**src/rtl/i2c_target.sv**
```systemverilog
// rtl/i2c_target.sv - I2C target with 7-bit address match and 8-bit register pointer interface
module i2c_target #(
  parameter logic [6:0] TARGET_ADDR = 7'h3F
) (
  input  logic       slowclk,
  input  logic       rstn,
  input  logic       scl_in,
  input  logic       sda_in,
  output logic       sda_oe,
  output logic [7:0] reg_addr,
  input  logic [7:0] reg_rdata,
  output logic       reg_wr,
  output logic [7:0] reg_wdata,
  output logic       busy
);

  localparam logic [3:0] IDLE     = 4'd0;
  localparam logic [3:0] ADDR     = 4'd1;
  localparam logic [3:0] ADDR_ACK = 4'd2;
  localparam logic [3:0] WR_PTR   = 4'd3;
  localparam logic [3:0] WR_ACK   = 4'd4;
  localparam logic [3:0] WR_DATA  = 4'd5;
  localparam logic [3:0] DATA_ACK = 4'd6;
  localparam logic [3:0] RD_DATA  = 4'd7;
  localparam logic [3:0] RD_ACK   = 4'd8;
  localparam logic [3:0] IGNORE   = 4'd9;

  logic [3:0] state;
  logic [3:0] bit_cnt;
  logic [7:0] shreg;
  logic       rw;
  logic       scl_s1, scl_s2, scl_prev;
  logic       sda_s1, sda_s2, sda_prev;

  logic scl_rise, scl_fall, start_det, stop_det;
  assign scl_rise  = scl_s2 & ~scl_prev;
  assign scl_fall  = ~scl_s2 & scl_prev;
  assign start_det = scl_s2 & scl_prev & sda_prev & ~sda_s2;
  assign stop_det  = scl_s2 & scl_prev & ~sda_prev & sda_s2;

  always_ff @(posedge slowclk or negedge rstn) begin
    if (!rstn) begin
      scl_s1    <= 1'b1;
      scl_s2    <= 1'b1;
      scl_prev  <= 1'b1;
      sda_s1    <= 1'b1;
      sda_s2    <= 1'b1;
      sda_prev  <= 1'b1;
      state     <= IDLE;
      bit_cnt   <= 4'd0;
      shreg     <= 8'h00;
      rw        <= 1'b0;
      sda_oe    <= 1'b0;
      reg_addr  <= 8'h00;
      reg_wr    <= 1'b0;
      reg_wdata <= 8'h00;
      busy      <= 1'b0;
    end else begin
      scl_s1   <= scl_in;
      scl_s2   <= scl_s1;
      scl_prev <= scl_s2;
      sda_s1   <= sda_in;
      sda_s2   <= sda_s1;
      sda_prev <= sda_s2;
      reg_wr   <= 1'b0;
      // pointer advances the cycle after the strobe so reg_wr sees the old address
      if (reg_wr) reg_addr <= reg_addr + 8'd1;

      if (start_det) begin
        state   <= ADDR;
        bit_cnt <= 4'd0;
        sda_oe  <= 1'b0;
      end else if (stop_det) begin
        state  <= IDLE;
        sda_oe <= 1'b0;
        busy   <= 1'b0;
      end else begin
        case (state)
          IDLE: ;
          ADDR, WR_PTR, WR_DATA: begin
            if (scl_rise) begin
              shreg   <= {shreg[6:0], sda_s2};
              bit_cnt <= bit_cnt + 4'd1;
            end else if (scl_fall && bit_cnt == 4'd8) begin
              bit_cnt <= 4'd0;
              if (state == ADDR) begin
                if (shreg[7:1] == TARGET_ADDR) begin
                  rw     <= shreg[0];
                  sda_oe <= 1'b1;
                  busy   <= 1'b1;
                  state  <= ADDR_ACK;
                end else begin
                  busy  <= 1'b0;
                  state <= IGNORE;
                end
              end else if (state == WR_PTR) begin
                reg_addr <= shreg;
                sda_oe   <= 1'b1;
                state    <= WR_ACK;
              end else begin
                reg_wdata <= shreg;
                reg_wr    <= 1'b1;
                sda_oe    <= 1'b1;
                state     <= DATA_ACK;
              end
            end
          end
          ADDR_ACK: begin
            if (scl_fall) begin
              if (rw) begin
                shreg   <= reg_rdata;
                sda_oe  <= ~reg_rdata[7];
                bit_cnt <= 4'd1;
                state   <= RD_DATA;
              end else begin
                sda_oe  <= 1'b0;
                bit_cnt <= 4'd0;
                state   <= WR_PTR;
              end
            end
          end
          WR_ACK, DATA_ACK: begin
            if (scl_fall) begin
              sda_oe  <= 1'b0;
              bit_cnt <= 4'd0;
              state   <= WR_DATA;
            end
          end
          RD_DATA: begin
            if (scl_fall) begin
              if (bit_cnt == 4'd8) begin
                sda_oe  <= 1'b0;
                bit_cnt <= 4'd0;
                state   <= RD_ACK;
              end else begin
                sda_oe  <= ~shreg[6];
                shreg   <= {shreg[6:0], 1'b0};
                bit_cnt <= bit_cnt + 4'd1;
              end
            end
          end
          RD_ACK: begin
            // a fall seen here always follows an ACK rise; NACK leaves at the rise
            if (scl_rise) begin
              if (sda_s2) begin
                sda_oe <= 1'b0;
                busy   <= 1'b0;
                state  <= IGNORE;
              end else begin
                reg_addr <= reg_addr + 8'd1;
              end
            end else if (scl_fall) begin
              shreg   <= reg_rdata;
              sda_oe  <= ~reg_rdata[7];
              bit_cnt <= 4'd1;
              state   <= RD_DATA;
            end
          end
          IGNORE: sda_oe <= 1'b0;
          default: begin
            sda_oe <= 1'b0;
            state  <= IDLE;
          end
        endcase
      end
    end
  end

endmodule

```
**config.mk**
```make
export PLATFORM = sky130hd
export DESIGN_NAME = i2c_target
export DESIGN_NICKNAME = d
export VERILOG_FILES = /design/src/rtl/i2c_target.sv
export SDC_FILE = /design/constraint.sdc
export NUM_CORES = 1
export LEC_CHECK = 0
export ABC_AREA = 1
export BUFFER_PORTS_ARGS = -buffer_cell sky130_fd_sc_hd__buf_2
export CAP_MARGIN = 20
export CORE_ASPECT_RATIO = 1.5
export CORE_UTILIZATION = 45
export CTS_CLUSTER_DIAMETER = 150
export DETAILED_ROUTE_END_ITERATION = 10
export SYNTH_ARGS = -nofsm -noshare
export SYNTH_HDL_FRONTEND = slang
export SYNTH_SLANG_ARGS = --single-unit
```
**constraint.sdc**
```tcl
create_clock -name slowclk -period 2.32 [get_ports slowclk]
set_clock_uncertainty 0.05 [all_clocks]
set_input_delay 0.58 -clock slowclk [delete_from_list [all_inputs] [get_ports slowclk]]
set_output_delay 0.58 -clock slowclk [all_outputs]
set_load 0.01 [all_outputs]
```
==> summary.md, run 1 <==
| Metric | Value |
|---|---|
| Count of state elements after synthesis | 42 |
| Post-DRT Antenna Nets | 0 |
| Placed insts | 550 |
| Vias in the first global route | 2737 |
| Synth Instances | 448 |
| Worst-margin pin slew | 0.5516 ns |
| Period utilisation layout | 92.47% |
| LEAKAGE | 1.741 nW |
| TritonCTS clock tree | built |
| Clock sink total | 42 |
| Area Overhead vs Synth | 12.01% |
| Sw Ratio | 49.66% |
| CP arrival | 2.29 ns |
| Crit. End Element | register |
| Area share of and/or/nand/nor cells after synthesis | 39.46% |
| Worst skew pair latency | 0.30 ns |
| Fin. Hold Viols | 0 |
| Min-delay worst type | primary input to asynchronous set/reset pin |
| Core area | 6175 µm² |
| Unique masters post-synth | 30 |
| IO buf count | 30 |
| Die area | 6794 µm² |
| Post-synthesis sequential area ratio | 36.40% |
| Switch Pwr | 1.539 mW |
| Setup TNS | 0 ns |
| P per Cell Area | 951.9 nW/µm² |
| Area contributors post-synth | dfrtp_1, nand2_1, nand3_1, inv_1, o21ai_0 |
| Placed Instance Area | 3138 µm² |
| RSZ-0062 raised after global routing | no |
| Global-route wire length before repair | 12790 µm |
| GRT Overall Usage | 25.59% |
| Hold_ws | 0.2777 ns |
| Mapped Nets | 466 |
| GP Congestion | 0.9589 |
| Num CTS Buffers | 5 |
| Filler instances | 654 |
| Sequential share of power | 31.0% |
| Slew margin rel. | 62.84% |
| Wirelength per Cell | 14.08 µm |
| Ant. Diodes | 0 |
| Post-Layout Cell Count | 561 |
| Worst vdd ir | 0.4875 mV |
| Root buffer cell | clkbuf_8 |
| DR pass1 iterations | 5 |
| Clk network pwr share | 15.7% |
| Outcome | complete, no violations |
| Grt ovf | 0 |
| Largest family of logic cells by synthesized area | simple AND/OR/NAND/NOR gates |
| Int Pwr | 1.561 mW |
| Final worst path period need | 2.145 ns |
| Synthesized area per cell | 6.491 µm² |
| Top Ports | 31 |
| Slew Limit Fails | 0 |
| Compound-Gate Fraction of Synth Area | 11.06% |
| Max Freq | 466.2 MHz |
| Syn. warnings | 0 |
| Adder-cell share of the synthesized area | 2.582% |
| Dpl hpwl | 6113 µm |
| Worst-path fanout max | 5 |
| Initial antenna violation count | 0 |
| Synth Cell Area | 2908 µm² |
| Routed WL | 7900 µm |
| Final Util | 52.75% |
| Post-synthesis mux area share | 0% |
| Multi-input gate area | 1573 µm² |
| Initial DRC Count | 236 |
| Top cell type's share of synthesized area | 30.98% |
| Nets@finish | 504 |
| Critical path launch point type | register |
| Path type of the worst setup path | register to register |
| Largest net degree at the start of global routing | 43 |
| Post-Synth XOR/XNOR Area | 0.9036% |
| Comb power frac | 53.3% |
| Via density | 5.257 |
| Initial Utilization | 47.09% |
| CP required | 2.47 ns |
| Final Setup Violations | 0 |
| Commonest cells after routing, fill and taps aside | nand2_1, inv_1, nand3_1 |
| Synth area leader | dfrtp_1 |
| Drt drc | 0 |
| CTS clk-pin slew, worst paths | 0.09 ns |
| Vias | 2949 |
| Die Y | 100.5 µm |
| Layout cells sized above 1 | 13.35% |
| Cell Rows | 35 |
| H-tree depth | 2 |
| Post-route cell area | 3257 µm² |
| Longest Clk Path Bufs | 2 |
| Sequential cell area | 1059 µm² |
| DIE WIDTH | 67.64 µm |
| Max-cap violation count | 0 |
| Commonest non-fill, non-tap cell in the layout | nand2_1 |
-- metal layers --
metal | share of wire, % | track usage (%) | vias to the layer above
met5 | 0 | 0 | -
met4 | 3.8 | 15.06 | 0
met3 | 3.7 | 3.394 | 23
met2 | 53 | 45.32 | 76
met1 | 40 | 27.91 | 1337
li1 | - | - | 1513
-- layout make-up --
cell class                 instances  area share, %
multi-input combinational        339          48.29
sequential                        42          32.50
inverter                          59          6.915
timing repair buffer              39          6.685
tap                               74          2.843
clock buffer                       5          2.113
clock inverter                     3         0.6531
-- timing repair --
action                                  in CTS  in global routing
endpoints found under the setup margin       0                  7
gates resized for setup                      0                  2
buffers inserted                             0                  3
hold buffers                                 0                  0
-- cell usage after synthesis (all sizes together) --
cell type / instances
nand2: 159
inv: 59
nand3: 52
o21ai: 50
nor2: 40
dfrtp: 36
nand4: 11
buf: 7
a21oi: 6
dfstp: 6
ha: 6
nor3: 5
o211ai: 2
o21bai: 2
xnor2: 2
a22oi: 1
clkbuf: 1
nand3b: 1
nor2b: 1
xor2: 1
-- flip-flops by register name (all words and copies together), names as in the netlist, 4 cells and up --
register,flops
reg_addr,8
bit_cnt,4
shreg,8
reg_wdata,8
state,4
-- critical path: stages, from the launching register on --
cell	delay, ns
dfstp_2	0.55
ha_1	0.24
inv_1	0.14
nand3_1	0.15
nand2_1	0.07
a21oi_1	0.40
nand3_1	0.26
nand3_1	0.13
nand2_1	0.06
-- kinds of logic after synthesis --
group,count (synthesis)
xor+xnor,3
flops,42
buf+inv,67
compound gates,61
simple gates,269
fa+ha+maj,6
-- power by group through the flow --
stage               combinational [mW]  clock, mW  sequential, mW
global route                      1.87      0.526           0.978
finish                            1.65      0.487           0.960
global placement                  1.63          0           0.974
detailed placement                1.63          0           0.974
CTS                               1.64      0.501           0.960
floorplan                         1.24          0           0.954
-- metrics by stage --
step	total power [mW]	setup slack, ns
floorplan	2.193	0.4584
CTS	3.102	0.1288
detailed placement	2.609	0.1407
global route	3.373	0.01201
global placement	2.607	0.2261
finish	3.100	0.1748
-- path summary, 6_finish.rpt --
path                               startpoint                  endpoint  slack (ns)  depth (start not counted)
min in group slowclk         scl_s1$_DFF_PN1_          scl_s2$_DFF_PN1_        0.31                          0
max in group asynchronous                rstn        scl_prev$_DFF_PN1_        1.57                          2
setup / recovery           scl_prev$_DFF_PN1_      state[3]$_DFFE_PN0P_        0.17                          8
setup reg to reg           scl_prev$_DFF_PN1_      state[3]$_DFFE_PN0P_        0.17                          8
hold reg to reg              scl_s1$_DFF_PN1_          scl_s2$_DFF_PN1_        0.31                          0
hold / removal                           rstn  reg_wdata[1]$_DFFE_PN0P_        0.28                          2
Note: power is estimated with default switching activity, not from simulation.
==> run 2, diff against run 1 <==
--- a/config.mk
+++ b/config.mk
@@ -12,6 +12,7 @@
 export CORE_UTILIZATION = 45
 export CTS_CLUSTER_DIAMETER = 150
 export DETAILED_ROUTE_END_ITERATION = 10
+export MAX_ROUTING_LAYER = met4
 export SYNTH_ARGS = -nofsm -noshare
 export SYNTH_HDL_FRONTEND = slang
 export SYNTH_SLANG_ARGS = --single-unit
==> summary.md, run 2 (synthesis gave the netlist of run 1 again) <==
| Metric | Value |
|---|---|
| Clk network pwr share | 15.8% |
| Root buffer cell | clkbuf_8 |
| Slowest stage cell, crit path | dfstp_2 |
| Nets@finish | 502 |
| Fin. Hold Viols | 0 |
| Sw Ratio | 49.49% |
| CP arrival | 2.27 ns |
| IO buf count | 30 |
| Outcome | complete, no violations |
| Crit path cell chain | ha_1 > nand3_1 > nand2_1 > inv_1 > nand2_1 > inv_2 > o211ai_1 > nand2_1 > nand2_1 |
| Crit. End Element | register |
| Die area | 6794 µm² |
| Cell Rows | 35 |
| Switch Pwr | 1.529 mW |
| Post-route cell area | 3253 µm² |
| Max Freq | 479.0 MHz |
| H-tree depth | 2 |
| Dpl hpwl | 6175 µm |
| Largest registers | reg_addr x8, reg_wdata x8, shreg x8 |
| Commonest non-fill, non-tap cell in the layout | nand2_1 |
| Worst vdd ir | 0.3972 mV |
| TritonCTS clock tree | built |
| Core area | 6175 µm² |
| Int Pwr | 1.561 mW |
| DR pass1 iterations | 4 |
| Min-delay worst type | primary input to asynchronous set/reset pin |
| Sequential share of power | 31.1% |
| Wirelength per Cell | 14.02 µm |
| GRT Overall Usage | 25.93% |
| Slew margin rel. | 65.11% |
| Global-route wire length before repair | 12990 µm |
| Initial antenna violation count | 0 |
| Via density | 5.301 |
| Final worst path period need | 2.088 ns |
| Placed Instance Area | 3158 µm² |
| Worst-path fanout max | 6 |
| P per Cell Area | 949.8 nW/µm² |
| CP required | 2.51 ns |
| Largest net degree at the start of global routing | 23 |
| DIE WIDTH | 67.64 µm |
| Filler instances | 667 |
| Slew Limit Fails | 0 |
| Worst skew pair latency | 0.29 ns |
| Vias | 2963 |
| Die Y | 100.5 µm |
| Initial Utilization | 47.09% |
| Comb power frac | 53.2% |
| Slowest cell delay on critical path | 0.57 ns |
| Num CTS Buffers | 5 |
| Commonest cells after routing, fill and taps aside | nand2_1, inv_1, nand3_1 |
| Final Setup Violations | 0 |
| Initial DRC Count | 159 |
| Post-CTS setup buffer count | 0 |
| Ant. Diodes | 0 |
| Critical path launch point type | register |
| GP Congestion | 0.9900 |
| RSZ-0062 raised after global routing | no |
| Area Overhead vs Synth | 11.88% |
| Layout cells sized above 1 | 12.99% |
| Longest Clk Path Bufs | 2 |
| CP most frequent cell | nand2_1 |
| LEAKAGE | 1.740 nW |
| Post-DRT Antenna Nets | 0 |
| Setup slack, reg-to-reg | 0.23 ns |
| Drt drc | 0 |
| Path type of the worst setup path | register to register |
| Hold_ws | 0.1995 ns |
| Top Ports | 31 |
| Worst-margin pin slew | 0.5233 ns |
| Setup TNS | 0 ns |
| Routed WL | 7839 µm |
| Grt ovf | 0 |
| Vias in the first global route | 2885 |
| Max-cap violation count | 0 |
| CTS clk-pin slew, worst paths | 0.09 ns |
| Period utilisation layout | 89.98% |
| Clock sink total | 42 |
## run 2: cell count changes in the layout (fill, tap and decap cells not counted)
cell / previous run / this run
buf_12: 0 / 1
buf_4: 9 / 6
clkinvlp_4: 2 / 1
ha_1: 5 / 6
ha_2: 1 / 0
inv_1: 56 / 57
nor2_1: 37 / 35
nor2_2: 2 / 4
## run 2: worst max-delay path: cells and delay by family, from the launching register on
kind,cells,cell delay (ns)
AO/OA/AOI/OAI,1,0.09
adder cells (fa/ha/maj),1,0.18
buffers and inverters,2,0.20
flip-flops,1,0.57
AND/OR/NAND/NOR,5,0.95
## run 2: layout make-up
cell class                      instances  area [µm²]  share of cell area [%]
Multi-Input combinational cell        339        1575                   48.42
Sequential cell                        42        1059                   32.54
Inverter                               59       221.5                   6.808
Timing Repair Buffer                   37       215.2                   6.615
Tap cell                               74       92.59                   2.846
Clock buffer                            5       68.82                   2.115
Clock inverter                          3       21.27                  0.6538
## run 2: power by group through the flow
stage          registers (mW)  logic [mW]  clock network [mW]
2_1_floorplan           0.954        1.24                   0
3_3_place_gp            0.972        1.62                   0
3_5_place_dp            0.972        1.63                   0
4_1_cts                 0.958        1.63               0.501
5_1_grt                 0.978        1.88               0.532
6_report                0.960        1.64               0.488
## run 2: path summary, 6_finish.rpt
check                                      endpoint  depth (start not counted)             start
max in group asynchronous        scl_prev$_DFF_PN1_                          2              rstn
setup / recovery              reg_addr[2]$_DFF_PN0_                          9  scl_s2$_DFF_PN1_
setup reg to reg              reg_addr[2]$_DFF_PN0_                          9  scl_s2$_DFF_PN1_
min in group slowclk               sda_s2$_DFF_PN1_                          0  sda_s1$_DFF_PN1_
hold reg to reg                    sda_s2$_DFF_PN1_                          0  sda_s1$_DFF_PN1_
hold / removal             reg_wdata[4]$_DFFE_PN0P_                          1              rstn
## run 2: metal layers
metal,routed length [µm],up-vias,GRT usage (%)
met5,0,-,-
li1,-,1507,-
met3,270,24,4.299
met1,3205,1358,27.44
met4,260,0,12.60
met2,4102,74,45.09
## run 2: stage by stage
stage | setup slack, ns | power [mW] | std cells | utilization (%)
after CTS | 0.1153 | 3.094 | 559 | 52.60
after global routing | 0.05088 | 3.391 | 559 | 52.68
final | 0.2324 | 3.090 | 559 | 52.68
after detailed placement | 0.1334 | 2.599 | 551 | 51.14
after floorplan | 0.4584 | 2.193 | 448 | -
after global placement | 0.2094 | 2.591 | 551 | 51.14
## run 2: timing repair
item,in CTS,in global routing
resized for setup,0,2
endpoints found under the setup margin,0,4
hold endpoints to repair,0,0
hold buffers,0,0
